[config.mk]
export PLATFORM = sky130hd
export DESIGN_NAME = d16_uart
export DESIGN_NICKNAME = d
export VERILOG_FILES = /design/src/rtl/d16_uart_pkg.sv /design/src/rtl/d16_fifo.sv /design/src/rtl/d16_uart.sv
export SDC_FILE = /design/constraint.sdc
export NUM_CORES = 1
export LEC_CHECK = 0
export BUFFER_PORTS_ARGS = -buffer_cell sky130_fd_sc_hd__clkbuf_2
export CORE_MARGIN = 3
export CORE_UTILIZATION = 45
export CTS_BUF_LIST = sky130_fd_sc_hd__clkbuf_16
export DETAILED_ROUTE_END_ITERATION = 7
export PLACE_DENSITY = 0.7
export SLEW_MARGIN = 20
export SYNTH_ARGS = -nofsm -noshare
export SYNTH_HDL_FRONTEND = slang
export SYNTH_HIERARCHICAL = 1
export SYNTH_SLANG_ARGS = --single-unit
[constraint.sdc]
create_clock -name i_clk -period 6.7 [get_ports i_clk]
set_input_delay 1.005 -clock i_clk [delete_from_list [all_inputs] [get_ports i_clk]]
set_output_delay 1.005 -clock i_clk [all_outputs]
set_load 0.01 [all_outputs]
[src/rtl/d16_uart_pkg.sv]
// d16_uart_pkg: register offsets, STATUS bit positions, shared FSM states, divisor clamp.
// Latency: n/a (types and constants only).
// Backpressure: n/a.
package d16_uart_pkg;

  // Register offsets within the 4-word window (addr[1:0])
  localparam logic [1:0] REG_DATA   = 2'd0;
  localparam logic [1:0] REG_STATUS = 2'd1;
  localparam logic [1:0] REG_DIV    = 2'd2;
  localparam logic [1:0] REG_IE     = 2'd3;

  // STATUS bit positions
  localparam int ST_RX_VALID   = 0;
  localparam int ST_TX_FULL    = 1;
  localparam int ST_TX_BUSY    = 2;
  localparam int ST_RX_OVERRUN = 3;
  localparam int ST_FRAME_ERR  = 4;

  // Smallest divisor the bit timers will honour
  localparam logic [15:0] DIV_MIN = 16'd3;

  // Shared by the TX and RX sequencers
  typedef enum logic [1:0] {
    S_IDLE  = 2'd0,
    S_START = 2'd1,
    S_DATA  = 2'd2,
    S_STOP  = 2'd3
  } uart_state_t;

  // Divisor actually loaded into the bit timers: max(div, DIV_MIN)
  function automatic logic [15:0] eff_div(input logic [15:0] div);
    return (div < DIV_MIN) ? DIV_MIN : div;
  endfunction

endpackage

[src/rtl/d16_fifo.sv]
// d16_fifo: synchronous FIFO, first-word-fall-through head, 2^AW entries.
// Latency: push visible at o_dat the cycle after the push edge when empty.
// Backpressure: push while full is dropped unless a pop happens the same cycle.
module d16_fifo #(
  parameter int W  = 8,
  parameter int AW = 3
) (
  input  logic          i_clk,
  input  logic          i_reset,
  input  logic          i_push,
  input  logic [W-1:0]  i_dat,
  input  logic          i_pop,
  output logic [W-1:0]  o_dat,
  output logic          o_full,
  output logic          o_empty,
  output logic [AW:0]   o_count
);

  localparam int DEPTH = 1 << AW;

  logic [W-1:0]  r_mem [DEPTH];
  logic [AW-1:0] r_wptr;
  logic [AW-1:0] r_rptr;
  logic [AW:0]   r_count;
  logic          w_do_pop;
  logic          w_do_push;

  // Count never exceeds DEPTH, so its MSB alone marks full
  assign o_full    = r_count[AW];
  assign o_empty   = (r_count == '0);
  assign o_count   = r_count;
  assign o_dat     = r_mem[r_rptr];
  assign w_do_pop  = i_pop && !o_empty;
  assign w_do_push = i_push && (!o_full || w_do_pop);

  // Storage array; contents need no reset since count gates visibility
  always_ff @(posedge i_clk) begin
    if (w_do_push) r_mem[r_wptr] <= i_dat;
  end

  // Pointer and occupancy bookkeeping
  always_ff @(posedge i_clk) begin
    if (i_reset) begin
      r_wptr  <= '0;
      r_rptr  <= '0;
      r_count <= '0;
    end else begin
      if (w_do_push) r_wptr <= r_wptr + AW'(1);
      if (w_do_pop)  r_rptr <= r_rptr + AW'(1);
      case ({w_do_push, w_do_pop})
        2'b10:   r_count <= r_count + (AW+1)'(1);
        2'b01:   r_count <= r_count - (AW+1)'(1);
        default: r_count <= r_count;
      endcase
    end
  end

endmodule

[src/rtl/d16_uart.sv]
// d16_uart: zero-wait memory-mapped 8N1 UART slave (D16_UART_IRQ_EN adds o_irq and IE at offset 3).
// Latency: reads combinational, writes commit at the cyc edge; o_tx falls 1 clk after a DATA write to an idle TX.
// Backpressure: none on the bus; full TX FIFO drops writes, full RX FIFO drops frames and sets rx_overrun.
module d16_uart
  import d16_uart_pkg::*;
#(
  parameter logic [15:0] BASE      = 16'hFF00,
  parameter logic [15:0] DIV_RESET = 16'd433,
  parameter int          FIFO_AW   = 3
) (
  input  logic        i_clk,
  input  logic        i_reset,
  input  logic        i_wb_cyc,
  input  logic        i_wb_we,
  input  logic [15:0] i_wb_addr,
  input  logic [15:0] i_wb_dat,
  output logic [15:0] o_wb_dat,
  output logic        o_wb_sel,
  output logic        o_tx,
  input  logic        i_rx
`ifdef D16_UART_IRQ_EN
  ,
  output logic        o_irq
`endif
);

  // ---------------- bus decode ----------------
  logic [1:0]  w_reg;
  logic        w_wr;
  logic        w_rd;
  logic [15:0] w_div_eff;
  logic [15:0] w_rx_half;
  logic [15:0] r_div;
  logic        r_overrun;
  logic        r_frame_err;

  assign o_wb_sel  = i_wb_cyc && (i_wb_addr[15:2] == BASE[15:2]);
  assign w_reg     = i_wb_addr[1:0];
  assign w_wr      = o_wb_sel && i_wb_we;
  assign w_rd      = o_wb_sel && !i_wb_we;
  assign w_div_eff = eff_div(r_div);
  // (eff+1)/2 clocks in START, counter runs down to zero inclusive
  assign w_rx_half = (w_div_eff - 16'd1) >> 1;

  // ---------------- FIFOs ----------------
  logic         w_tx_push;
  logic         w_tx_pop;
  logic [7:0]   w_txf_dat;
  logic         w_txf_full;
  logic         w_txf_empty;
  logic [FIFO_AW:0] w_txf_count;
  logic         w_rx_push;
  logic         w_rx_pop;
  logic [7:0]   w_rxf_dat;
  logic         w_rxf_full;
  logic         w_rxf_empty;
  logic [FIFO_AW:0] w_rxf_count;
  logic [7:0]   r_rx_shift;

  assign w_tx_push = w_wr && (w_reg == REG_DATA);
  assign w_rx_pop  = w_rd && (w_reg == REG_DATA) && !w_rxf_empty;

  d16_fifo #(.W(8), .AW(FIFO_AW)) u_tx_fifo (
    .i_clk   (i_clk),
    .i_reset (i_reset),
    .i_push  (w_tx_push),
    .i_dat   (i_wb_dat[7:0]),
    .i_pop   (w_tx_pop),
    .o_dat   (w_txf_dat),
    .o_full  (w_txf_full),
    .o_empty (w_txf_empty),
    .o_count (w_txf_count)
  );

  d16_fifo #(.W(8), .AW(FIFO_AW)) u_rx_fifo (
    .i_clk   (i_clk),
    .i_reset (i_reset),
    .i_push  (w_rx_push),
    .i_dat   (r_rx_shift),
    .i_pop   (w_rx_pop),
    .o_dat   (w_rxf_dat),
    .o_full  (w_rxf_full),
    .o_empty (w_rxf_empty),
    .o_count (w_rxf_count)
  );

  // ---------------- TX sequencer ----------------
  uart_state_t r_tx_state;
  logic [15:0] r_tx_cnt;
  logic [2:0]  r_tx_bit;
  logic [7:0]  r_tx_shift;
  logic        r_tx;
  logic        w_tx_busy;

  assign o_tx      = r_tx;
  assign w_tx_busy = !w_txf_empty || (r_tx_state != S_IDLE);
  // The shifter takes a byte when leaving IDLE or when a stop bit ends with more queued
  assign w_tx_pop  = !w_txf_empty &&
                     ((r_tx_state == S_IDLE) ||
                      ((r_tx_state == S_STOP) && (r_tx_cnt == 16'd0)));

  // TX frame sequencer: start, 8 data bits LSB first, stop; o_tx registered
  always_ff @(posedge i_clk) begin
    if (i_reset) begin
      r_tx_state <= S_IDLE;
      r_tx_cnt   <= 16'd0;
      r_tx_bit   <= 3'd0;
      r_tx_shift <= 8'd0;
      r_tx       <= 1'b1;
    end else begin
      case (r_tx_state)
        S_IDLE: begin
          if (!w_txf_empty) begin
            r_tx_state <= S_START;
            r_tx_shift <= w_txf_dat;
            r_tx_cnt   <= w_div_eff;
            r_tx       <= 1'b0;
          end
        end
        S_START: begin
          if (r_tx_cnt == 16'd0) begin
            r_tx_state <= S_DATA;
            r_tx_bit   <= 3'd0;
            r_tx       <= r_tx_shift[0];
            r_tx_shift <= {1'b0, r_tx_shift[7:1]};
            r_tx_cnt   <= w_div_eff;
          end else begin
            r_tx_cnt <= r_tx_cnt - 16'd1;
          end
        end
        S_DATA: begin
          if (r_tx_cnt == 16'd0) begin
            r_tx_cnt <= w_div_eff;
            if (r_tx_bit == 3'd7) begin
              r_tx_state <= S_STOP;
              r_tx       <= 1'b1;
            end else begin
              r_tx_bit   <= r_tx_bit + 3'd1;
              r_tx       <= r_tx_shift[0];
              r_tx_shift <= {1'b0, r_tx_shift[7:1]};
            end
          end else begin
            r_tx_cnt <= r_tx_cnt - 16'd1;
          end
        end
        S_STOP: begin
          if (r_tx_cnt == 16'd0) begin
            if (!w_txf_empty) begin
              r_tx_state <= S_START;
              r_tx_shift <= w_txf_dat;
              r_tx_cnt   <= w_div_eff;
              r_tx       <= 1'b0;
            end else begin
              r_tx_state <= S_IDLE;
            end
          end else begin
            r_tx_cnt <= r_tx_cnt - 16'd1;
          end
        end
        default: r_tx_state <= S_IDLE;
      endcase
    end
  end

  // ---------------- RX sequencer ----------------
  logic        r_rx_s1;
  logic        r_rx_s2;
  logic        r_rx_s3;
  uart_state_t r_rx_state;
  logic [15:0] r_rx_cnt;
  logic [2:0]  r_rx_bit;
  logic        w_rx_stop_smp;
  logic        w_rx_good;
  logic        w_rx_ovr_evt;
  logic        w_rx_ferr_evt;

  // Two-flop synchronizer plus one history flop for falling-edge detection
  always_ff @(posedge i_clk) begin
    if (i_reset) begin
      r_rx_s1 <= 1'b1;
      r_rx_s2 <= 1'b1;
      r_rx_s3 <= 1'b1;
    end else begin
      r_rx_s1 <= i_rx;
      r_rx_s2 <= r_rx_s1;
      r_rx_s3 <= r_rx_s2;
    end
  end

  assign w_rx_stop_smp = (r_rx_state == S_STOP) && (r_rx_cnt == 16'd0);
  assign w_rx_good     = w_rx_stop_smp && r_rx_s2;
  // A same-cycle CPU pop makes room, so only a full FIFO with no pop overruns
  assign w_rx_push     = w_rx_good && (!w_rxf_full || w_rx_pop);
  assign w_rx_ovr_evt  = w_rx_good && w_rxf_full && !w_rx_pop;
  assign w_rx_ferr_evt = w_rx_stop_smp && !r_rx_s2;

  // RX frame sequencer: mid-bit sampling from the start-bit falling edge
  always_ff @(posedge i_clk) begin
    if (i_reset) begin
      r_rx_state <= S_IDLE;
      r_rx_cnt   <= 16'd0;
      r_rx_bit   <= 3'd0;
      r_rx_shift <= 8'd0;
    end else begin
      case (r_rx_state)
        S_IDLE: begin
          if (r_rx_s3 && !r_rx_s2) begin
            r_rx_state <= S_START;
            r_rx_cnt   <= w_rx_half;
          end
        end
        S_START: begin
          if (r_rx_cnt == 16'd0) begin
            if (r_rx_s2) begin
              r_rx_state <= S_IDLE;     // line back high: glitch, not a start bit
            end else begin
              r_rx_state <= S_DATA;
              r_rx_bit   <= 3'd0;
              r_rx_cnt   <= w_div_eff;
            end
          end else begin
            r_rx_cnt <= r_rx_cnt - 16'd1;
          end
        end
        S_DATA: begin
          if (r_rx_cnt == 16'd0) begin
            r_rx_shift <= {r_rx_s2, r_rx_shift[7:1]};
            r_rx_cnt   <= w_div_eff;
            if (r_rx_bit == 3'd7) r_rx_state <= S_STOP;
            else                  r_rx_bit   <= r_rx_bit + 3'd1;
          end else begin
            r_rx_cnt <= r_rx_cnt - 16'd1;
          end
        end
        S_STOP: begin
          if (r_rx_cnt == 16'd0) r_rx_state <= S_IDLE;
          else                   r_rx_cnt   <= r_rx_cnt - 16'd1;
        end
        default: r_rx_state <= S_IDLE;
      endcase
    end
  end

  // ---------------- control registers ----------------
  // Divisor and sticky error flags; a new error wins over a same-cycle clear
  always_ff @(posedge i_clk) begin
    if (i_reset) begin
      r_div       <= DIV_RESET;
      r_overrun   <= 1'b0;
      r_frame_err <= 1'b0;
    end else begin
      if (w_wr && (w_reg == REG_DIV)) r_div <= i_wb_dat;
      if (w_rx_ovr_evt)                      r_overrun <= 1'b1;
      else if (w_wr && (w_reg == REG_STATUS)) r_overrun <= 1'b0;
      if (w_rx_ferr_evt)                     r_frame_err <= 1'b1;
      else if (w_wr && (w_reg == REG_STATUS)) r_frame_err <= 1'b0;
    end
  end

`ifdef D16_UART_IRQ_EN
  logic [1:0] r_ie;

  // Interrupt enables and registered interrupt request
  always_ff @(posedge i_clk) begin
    if (i_reset) begin
      r_ie  <= 2'b00;
      o_irq <= 1'b0;
    end else begin
      if (w_wr && (w_reg == REG_IE)) r_ie <= i_wb_dat[1:0];
      o_irq <= (r_ie[0] && !w_rxf_empty) || (r_ie[1] && w_txf_empty);
    end
  end
`endif

  // ---------------- read mux ----------------
  logic [15:0] w_status;
  logic [15:0] w_rd_dat;

  // STATUS word assembly
  always_comb begin
    w_status                = 16'd0;
    w_status[ST_RX_VALID]   = !w_rxf_empty;
    w_status[ST_TX_FULL]    = w_txf_full;
    w_status[ST_TX_BUSY]    = w_tx_busy;
    w_status[ST_RX_OVERRUN] = r_overrun;
    w_status[ST_FRAME_ERR]  = r_frame_err;
  end

  // Register read select; zero outside the window so the interconnect can OR/mux freely
  always_comb begin
    w_rd_dat = 16'd0;
    case (w_reg)
      REG_DATA:   if (!w_rxf_empty) w_rd_dat = {8'd0, w_rxf_dat};
      REG_STATUS: w_rd_dat = w_status;
      REG_DIV:    w_rd_dat = r_div;
`ifdef D16_UART_IRQ_EN
      REG_IE:     w_rd_dat = {14'd0, r_ie};
`endif
      default:    w_rd_dat = 16'd0;
    endcase
  end

  assign o_wb_dat = o_wb_sel ? w_rd_dat : 16'd0;

  logic w_unused;
  assign w_unused = &{1'b0, w_txf_count, w_rxf_count};

endmodule

Word level (Yosys, flattened, before mapping). Memory sizes are Yosys's and may differ from the RTL's. A register that Yosys moved wholly into a read port is not among the register bits. Index checks and enable logic that the tools add are counted.

Output and inout bits: 18. Register bits: 100. Logic and storage cells: 185. Input bits: 37. Memories: 2. RAM bits: 128.

Equality and inequality tests: 30. Add/sub/neg operators: 13. $lt $le $gt $ge: 1. Reduce and logical (&&, ||, !) cells: 56. Multiplexer cells: 62.

Memory list: u_rx_fifo.r_mem (depth 8, bits a word 8, rd ports 1, clocked after memory_dff 1, write ports 1, RTL line d16_fifo.sv:21) `logic [W-1:0] r_mem [DEPTH];`; u_tx_fifo.r_mem (depth 8, bits a word 8, rd ports 1, clocked after memory_dff 1, write ports 1, RTL line d16_fifo.sv:21).

Operators by type and width (number): two-way mux 16 bit (10); case mux 16 bit (3 select lines) (2); case mux 16 bit (4 select lines) (1); two-way mux 8 bit (6); subtractor 16 x 1 -> 16 bit, second input constant (3); two-way mux 3 bit (11); zero test 16 bit (2); case mux 8 bit (4 select lines) (1); != test 2 bit, second input constant (12); two-way mux 2 bit (11); logical AND 1 bit (21); adder 3 x 1 -> 3 bit, second input constant (6); less-than comparator 16 x 2 -> 1 bit, second input constant (1); case mux 2 bit (4 select lines) (2); case mux 4 bit (2 select lines) (2); AND reduction 5 bit (3); == test 14 bit, second input constant (1); == test 2 bit, second input constant (7); nonzero test 2 bit (7); two-way mux 1 bit (13); case mux 3 bit (2 select lines) (2); == test 2 x 1 -> 1 bit, second input constant (5); adder 4 x 1 -> 4 bit, second input constant (2); zero test 4 bit (2); 12 further kinds (29).

Depth between registers and ports, before layout. Gate-level depths: netlist of the first run.

Depth in word-level cells: 10. Gate-level depth with buffers: 16. Depth with buffers taken out: 15.

Hierarchy. Netlist of the first run, hierarchy kept.

By module, submodules not included: d16_uart (sequential area each 1601.5 um^2, times used 1, area each 5400.2 um^2, cells an instance 676); d16_fifo at u_tx_fifo (sequential area each 2182.1 um^2, times used 1, area each 3123.0 um^2, cells an instance 166); d16_fifo at u_rx_fifo (sequential area each 2182.1 um^2, times used 1, area each 3118.0 um^2, cells an instance 165).

Least setup slack after synthesis of the first run. Ideal clock, no wire load.

Path kind: input-to-reg. From: input i_wb_addr[4]. To: register u_tx_fifo.r_count[3] (netlist: u_tx_fifo/o_count[3]). Cell stages on the path: 13. Required time: 6.579 ns. Setup slack: 2.293 ns. Arrival time: 4.286 ns. Setup time: 0.121 ns. Path buffers: 2. Path through: or4b_2 -> or4_1 -> buf_2 -> inv_1 -> nand2b_1 -> nor3b_1 -> o21ai_0 -> ha_1 -> buf_2 -> nor4b_1 -> a41oi_1 -> o41ai_1 -> mux2_2.

Cells in the longest elaborated chain, start to end: 7. Elaborated cells between the ends (all ways): 9. Classes of those cells: 3 x eq/ne; 1 x mux; 5 x reduce/logical.

RTL lines: start: declaration (RTL line d16_uart.sv:15) `input logic [15:0] i_wb_addr,`; == test 14 bit (*) (RTL line d16_uart.sv:37) `assign o_wb_sel = i_wb_cyc && (i_wb_addr[15:2] == BASE[15:2]);`; logical AND 1 bit (*) (RTL line d16_uart.sv:37); logical AND 1 bit (*) (RTL line d16_uart.sv:39) `assign w_wr = o_wb_sel && i_wb_we;`; logical AND 1 bit (*) (RTL line d16_uart.sv:60) `assign w_tx_push = w_wr && (w_reg == REG_DATA);`; net w_tx_push (RTL line d16_uart.sv:46) `logic w_tx_push;`; logical AND 1 bit (*) (RTL line d16_fifo.sv:34) `assign w_do_push = i_push && (!o_full || w_do_pop);`; == test 2 x 1 -> 1 bit / == test 2 bit (equally long branches) (RTL line d16_fifo.sv:50) `case ({w_do_push, w_do_pop})`; case mux 4 bit (2 select lines) / nonzero test 2 bit (equally long branches); end signal: assignment (RTL line d16_fifo.sv:51) `2'b10: r_count <= r_count + (AW+1)'(1);`; end signal: assignment (RTL line d16_fifo.sv:52) `2'b01: r_count <= r_count - (AW+1)'(1);`; end signal: assignment (RTL line d16_fifo.sv:53) `default: r_count <= r_count;`; end: declaration (RTL line d16_fifo.sv:24) `logic [AW:0] r_count;`.

Mark *: on every way through the listed nets, which the timed path passes. The rest lies on a longest branch. A chain may end at the register's enable or synchronous reset.

Worst setup path in the final report of the first run.
From: input i_wb_addr[4]. To: memory u_tx_fifo.r_mem[0][4] (enable).

Cells in the longest elaborated chain, start to end: 7.

RTL lines: == test 14 bit (RTL line d16_uart.sv:37); logical AND 1 bit (RTL line d16_uart.sv:37); logical AND 1 bit (RTL line d16_uart.sv:39); logical AND 1 bit (RTL line d16_uart.sv:60); net w_tx_push (RTL line d16_uart.sv:46); logical AND 1 bit (RTL line d16_fifo.sv:34); two-way mux 1 bit (RTL line d16_fifo.sv:38) `if (w_do_push) r_mem[r_wptr] <= i_dat;`; two-way mux 1 bit (not written as such) (RTL line d16_fifo.sv:38); end: declaration (RTL line d16_fifo.sv:21).

The timed path passes the listed nets, and every way through them passes these cells.

==> results.txt, run 1 <==
The run finished with clean final reports. The largest incremental delay on the critical path came out at 0.83 ns. For this design, the slowest cell found on the critical path is sky130_fd_sc_hd__nor3_1.

The count of pins over their slew limit came out at 0. The kind of end point of the critical path is a flop. The standard cell area after detailed placement came out at 12100 um^2.

Compared with the post-synthesis result, the final layout area differs by 11.4%. The leakage power is 4.71 nW. The maximum buffer depth of the clock tree is 3. The post-layout minimum cycle time is 5.03 ns. The clock transition at the registers of the reported paths is 0.06 ns. Prior to clock tree synthesis, the placed netlist has a worst setup slack of 1.27 ns. The number of max-cap violations is 0. For the final routed database, the setup TNS stands at 0 ns.

The TritonCTS buffer count is 26. The power density normalized to cell area is 349 nW/um^2. The number of antenna violations at the first check in global routing is 0. The floorplan step set the die width to 167 um. The number of buffers inserted by hold repair at cts came out at 0. The peak supply drop is 0.255 mV.

The total iterations of the first detailed-routing run is 5. The detailed-route vias per instance came out at 5.96. The met2 usage in global routing came out at 30.4%.

The TritonCTS clock tree is built. The root buffer cell chosen for the clock tree is sky130_fd_sc_hd__clkbuf_16. The maximum achievable frequency is 199 MHz. The total inserted antenna cells came out at 0.

The required time of the worst setup path came out at 6.83 ns. The total die area is 27800 um^2. The number of vias after detailed routing came out at 8209.

The type of the tightest min-delay check is reg2reg. The net count after synthesis came out at 1069. The end-of-flow core utilization came out at 51.3%. The combinational cell fraction of total power came out at 30.7%. At the end of the flow, the number of nets in the layout was 1092. The gate count of the mapped netlist is 1005.

The total net switching power is 0.00155 W. CTS built an H-tree with a depth of 1. The critical path is of the in2reg type.

The total routing resource utilization after global routing is 19.2%. The switching share of total power came out at 34.2%. The critical path launch point type is a primary input. The remaining global-route overflow is 0. The internal power of the cells totals 0.00297 W.

In the global route stage, met3 resource usage came out at 3.68%. The number of buffers added on ports is 54. The die height is 167 um. The worst hold slack across all endpoints is 0.430 ns. The initialized floorplan defines 58 standard-cell rows. The number of sinks handled by clock tree synthesis is 234. In the global route stage, met1 resource usage came out at 27.3%. Routability-driven placement finished with a final weighted congestion of 0.863. The violation count after the first detailed-route iteration came out at 610. The number of warning messages in the yosys log is 6. The post-route cell area is 13000 um^2. Dividing the final minimum period by the clock period gives 75.0%. Data on the critical path arrives at its endpoint at 5.16 ns. The first global-routing pass estimated 43.6 mm of wire. The number of gates resized after CTS is 0. The clock reaches the later pin of the worst-skew pair after 0.53 ns. Between clock sinks in the finished design, the worst skew comes to 0.0266 ns. The total of endpoints with negative setup slack in the final report is 0.

The slew at the pin closest to its max-slew limit is 1.13 ns. 55 I/O pins were placed. The synthesized area per cell is 11.6 um^2. The average wire per cell in the routed design came out at 19.9 um. Entering global routing, the biggest net connects 42 pins.

The via count of the first global-routing pass was 7842. The most heavily used metal layer in global routing is met2. The register share of total power is 36.9%. Of the total power, the clock network draws 32.5%. After detailed routing, the number of remaining DRC violations is 0. Headroom to the max-slew limit came out at 24.5%. The number of antenna-violating nets in the routed design is 0. The summed instance area of the synthesized netlist came out at 11600 um^2. The final-report hold violation count is 0.

Of all nets on the critical path, the largest fanout is 11. The signal on the critical path passes through clkbuf_2 > or4b_2 > or4_1 > inv_1 > nand2b_1 > nor3b_1 > o21ai_0 > or2_2 > nor3_1. Across all setup checks in the final design, the least slack found is 1.67 ns. The post-CTS setup buffer count came out at 0. The sum of net half-perimeters after detailed placement came out at 18.3 mm. The starting density of the core came out at 46.0%.

Setup repair after global routing left no endpoint under its margin. The core region is 25300 um^2. The share of post-route cells with drive strength above 1 came out at 15.0%. The detailed-route wire length came out at 27.4 mm.
## path summary, 6_finish.rpt
check / start / endpoint / slack (ns) / depth (start not counted)
setup reg to reg: r_tx_cnt[2] / u_tx_fifo/r_mem[0][4] / 2.42 / 8
hold / removal: r_rx_s1 / r_rx_s2 / 0.43 / 1
hold reg to reg: r_rx_s1 / r_rx_s2 / 0.43 / 1
setup / recovery: i_wb_addr[4] / u_tx_fifo/r_mem[0][4] / 1.67 / 9
## cells in the final DEF, fill, tap and decap left out, types with 9 or more instances in the layout
cell / count
sky130_fd_sc_hd__nor3_1: 20
sky130_fd_sc_hd__nand3_1: 33
sky130_fd_sc_hd__nand2b_1: 19
sky130_fd_sc_hd__edfxtp_1: 128
sky130_fd_sc_hd__or4_1: 12
sky130_fd_sc_hd__or3_1: 12
sky130_fd_sc_hd__nand2_1: 48
sky130_fd_sc_hd__dfxtp_1: 106
sky130_fd_sc_hd__mux2i_1: 41
sky130_fd_sc_hd__nor4_1: 20
sky130_fd_sc_hd__inv_1: 31
sky130_fd_sc_hd__ha_1: 27
sky130_fd_sc_hd__xor2_1: 17
sky130_fd_sc_hd__mux2_2: 29
sky130_fd_sc_hd__nand4_1: 12
sky130_fd_sc_hd__xnor2_1: 19
sky130_fd_sc_hd__nor2_1: 97
sky130_fd_sc_hd__a21oi_1: 45
sky130_fd_sc_hd__clkbuf_2: 54
sky130_fd_sc_hd__clkbuf_16: 27
sky130_fd_sc_hd__o221ai_1: 9
sky130_fd_sc_hd__o211ai_1: 12
sky130_fd_sc_hd__mux4_1: 30
sky130_fd_sc_hd__and3_1: 9
sky130_fd_sc_hd__o21ai_0: 27
## power groups by stage
stage	Clock (W)	Combinational, W	Sequential (W)
2_1_floorplan	0	0.00111	0.00167
4_1_cts	0.00150	0.00137	0.00166
3_3_place_gp	0	0.00134	0.00169
3_5_place_dp	0	0.00136	0.00169
6_report	0.00147	0.00138	0.00166
5_1_grt	0.00156	0.00153	0.00168
## layout make-up
cell class / instances / area [um^2]
clock buffer: 27 / 676
clock inverter: 21 / 223
fill: 2203 / 12300
inverter: 27 / 101
multi-input combinational: 677 / 5250
sequential: 234 / 5970
tap: 330 / 413
timing repair buffer: 62 / 330
## per-stage QoR
| stage | cells | total power [W] |
|---|---|---|
| floorplan | 1005 | 0.00278 |
| detailed placement | 1330 | 0.00305 |
| global route | 1378 | 0.00477 |
| CTS | 1378 | 0.00453 |
| finish | 1378 | 0.00452 |
| global placement | 1330 | 0.00303 |
## critical path, delay by kind of cell
kind,cells,cell delay (ns)
buffers and inverters,2,0.39
AND/OR/NAND/NOR,6,3.37
AO/OA/AOI/OAI,1,0.38
## sequential cells by signal, indices dropped and copies added, names as in the netlist, 4 cells and up, named ones only
register and count:
r_tx_cnt 16, r_div 16, u_rx_fifo/r_mem 64, u_tx_fifo/o_count 4, r_rx_cnt 16, r_tx_shift 8
r_rx_shift 8, u_tx_fifo/r_mem 64, u_rx_fifo/o_count 4
## metal layers
layer	part of all wire [%]	wire length (um)
met2	47	12700
met3	6.9	1880
met5	0	0
met1	44	12100
met4	2.4	650
No activity file was read; power rests on OpenSTA's default activity.
==> run 2, diff against run 1 <==
PLACE_DENSITY = 0.73   (was 0.7)
clock period = 4.55 ns   (was 6.7 ns; I/O delays follow)
==> results.txt, run 2 (synthesized netlist as in run 1, its figures left out) <==
Result of the run: completed (unchanged). The die height came out at 167 um (unchanged). The standard cell area after detailed placement came out at 12200 um^2 (was 12100 um^2). The level count of the clock H-tree came out at 1 (unchanged). The routability congestion estimate from global placement came out at 0.932 (was 0.863). The detailed-route DRC error count was 0 (unchanged). The number of gates resized after CTS came out at 0 (unchanged). The peak supply drop is 0.338 mV (was 0.255 mV). The total inserted antenna cells came to 0 (unchanged). The overall power consumption is 0.00649 W (was 0.00452 W). The cell count after placement came out at 1352 (was 1330). The remaining global-route overflow is 0 (unchanged). The area growth from synthesis to layout is 11.8% (was 11.4%). The cell family contributing the most delay on the critical path is simple AND/OR/NAND/NOR gates (unchanged). The library cell contributing the largest single delay on the critical path is sky130_fd_sc_hd__or4_1 (was sky130_fd_sc_hd__nor3_1). The signal arrival time at the worst endpoint came out at 4.49 ns (was 5.16 ns). The number of sinks handled by clock tree synthesis came out at 234 (unchanged).

The final net count was 1113 (was 1092). The clock latency on the worst-skew pair came out at 0.53 ns (about the same). The via count of the first global-routing pass came out at 8062 (was 7842). The number of filler instances in the final layout came to 2154 (was 2203). The kind of end point of the critical path is a flop (unchanged).

The largest net degree at the start of global routing is 47 (was 42). The critical path launch point type was a primary input (unchanged). The largest incremental delay on the critical path is 0.71 ns (was 0.83 ns). Critical-path cell list: clkbuf_2 > or4b_2 > or4_1 > inv_1 > nand2b_1 > nor3b_1 > o21ai_0 > ha_1 > nor4b_1 > a41oi_1 > o41ai_1 > mux2_2 (was clkbuf_2 > or4b_2 > or4_1 > inv_1 > nand2b_1 > nor3b_1 > o21ai_0 > or2_2 > nor3_1).

The total routing resource utilization after global routing is 19.1% (was 19.2%). The number of buffers and inverters on the critical path is 2 (unchanged). The detailed-route wire length came out at 27.0 mm (was 27.4 mm). The TritonCTS clock tree is built (unchanged).

The cell at the root of the clock tree is sky130_fd_sc_hd__clkbuf_16 (unchanged). The share of post-route cells with drive strength above 1 was 16.4% (was 15.0%). The largest clock skew in the final design is 0.0257 ns (was 0.0266 ns). The power density normalized to cell area is 499 nW/um^2 (was 349 nW/um^2). The number of buffers inserted by hold repair at cts is 0 (unchanged).

The row count is 58 (unchanged). The horizontal extent of the die is 167 um (unchanged). The final-report hold violation count came out at 0 (unchanged). The non-filler instance count after layout was 1397 (was 1378). The slew at the pin closest to its max-slew limit is 0.864 ns (was 1.13 ns). The TritonCTS buffer count is 25 (was 26). The post-route cell area is 13000 um^2 (about the same). The boundary pin count came out at 55 (unchanged). The type of the tightest min-delay check was in2reg (was reg2reg). The kind of critical path is in2reg (unchanged). The relative slew slack came out at 40.9% (was 24.5%).

The final critical-path share of the clock period is 90.2%. Biggest registers after layout: u_rx_fifo/r_mem (64), u_tx_fifo/r_mem (64) (unchanged). The total of endpoints with negative setup slack in the final report came out at 0 (unchanged). Top library cells by usage in the layout, fill and taps aside: sky130_fd_sc_hd__edfxtp_1 (128), sky130_fd_sc_hd__dfxtp_1 (106), sky130_fd_sc_hd__nor2_1 (98) (was sky130_fd_sc_hd__edfxtp_1 (128), sky130_fd_sc_hd__dfxtp_1 (106), sky130_fd_sc_hd__nor2_1 (97)). The average wire per cell in the routed design came out at 19.4 um (was 19.9 um). The number of buffers added on ports is 54 (unchanged). The post-layout minimum cycle time is 4.10 ns. The total iterations of the first detailed-routing run was 6 (was 5). The post-CTS setup buffer count is 0 (unchanged).

The total die area came out at 27800 um^2 (unchanged). The wire length of the first global-routing pass came out at 43.7 mm (was 43.6 mm). The required time of the worst setup path is 4.94 ns (was 6.83 ns).

The end-of-flow core utilization came out at 51.5% (was 51.3%). The maximum fanout along the worst path is 7 (was 11). Timing would allow up to 244 MHz. Unrepaired setup endpoints after global routing: false (unchanged). The number of max-cap violations came out at 0 (unchanged). The clock transition at the registers of the reported paths is 0.06 ns (about the same). The sum of net half-perimeters after detailed placement came out at 18.5 mm (was 18.3 mm). The violation count after the first detailed-route iteration was 728 (was 610). The area of the multi-input gates came to 5240 um^2 (was 5250 um^2).

The most common cell after layout, fill and taps aside is sky130_fd_sc_hd__edfxtp_1 (unchanged). The number of antenna-violating nets in the routed design came out at 0 (unchanged). The area of the core came out at 25300 um^2 (unchanged). The count of pins over their slew limit came out at 0 (unchanged). The maximum buffer depth of the clock tree came out at 3 (unchanged). The leakage power is 4.78 nW (was 4.71 nW). The starting density of the core is 46.0% (unchanged). The total area of sequential cells came out at 5970 um^2 (unchanged). The number of vias after detailed routing is 8320 (was 8209). The number of antenna violations at the first check in global routing came out at 0 (unchanged).

The detailed-route vias per instance is 5.96 (about the same).
[run 2: report_power, final]
part / total [W] / switching (W) / internal [W] / leakage [nW]
combinational: 0.00209 / 0.00131 / 0.000779 / 2.36
clock: 0.00195 / 0.000828 / 0.00112 / 0.391
sequential: 0.00245 / 0.000118 / 0.00233 / 2.03
[run 2: area by class of cell]
cell class / instances / share of cell area [%]
well taps: 330 / 3.18
flip-flops and latches: 234 / 45.9
repair buffers: 84 / 3.81
inverters: 27 / 0.779
clock buffers: 25 / 4.81
clock inverters: 20 / 1.26
multi-input cells: 677 / 40.3
[run 2: layer usage]
metal | global-route usage (%) | routed length [um] | up-vias
met2 | 30.9 | 12600 | 278
met3 | 2.99 | 1620 | 64
met5 | 0 | 0 | -
met4 | 5.85 | 808 | 0
li1 | - | - | 3961
met1 | 26.6 | 12000 | 4017
[run 2: path summary, 6_finish.rpt]
check	start	endpoint	slack (ns)	depth (start not counted)
worst min-delay path	i_rx	r_rx_s1	0.35	2
worst max-delay path	i_wb_addr[4]	u_tx_fifo/o_count[3]	0.45	12
worst max register to register	r_tx_cnt[2]	u_tx_fifo/o_count[3]	0.63	11
worst min register to register	r_rx_s1	r_rx_s2	0.42	1
[run 2: worst register-to-register path, stage by stage (launching register included)]
cell and delay [ns]:
sky130_fd_sc_hd__dfxtp_1 0.35, sky130_fd_sc_hd__or3_1 0.53, sky130_fd_sc_hd__or4_4 0.65, sky130_fd_sc_hd__nor2_2 0.13, sky130_fd_sc_hd__a21oi_1 0.12, sky130_fd_sc_hd__nor2_1 0.31
sky130_fd_sc_hd__o41a_1 0.36, sky130_fd_sc_hd__ha_1 0.32, sky130_fd_sc_hd__nand2_1 0.09, sky130_fd_sc_hd__mux2_2 0.27, sky130_fd_sc_hd__o41ai_1 0.29, sky130_fd_sc_hd__mux2_2 0.37
[run 2: through the flow]
stage | hold slack [ns] | worst slack (ns) | setup TNS [ns]
2_1_floorplan | 0.389 | 0.466 | 0
3_3_place_gp | 0.398 | 0.148 | 0
3_5_place_dp | 0.401 | -0.0147 | -0.0147
4_1_cts | 0.343 | 0.495 | 0
5_1_grt | 0.340 | 0.210 | 0
6_report | 0.350 | 0.447 | 0
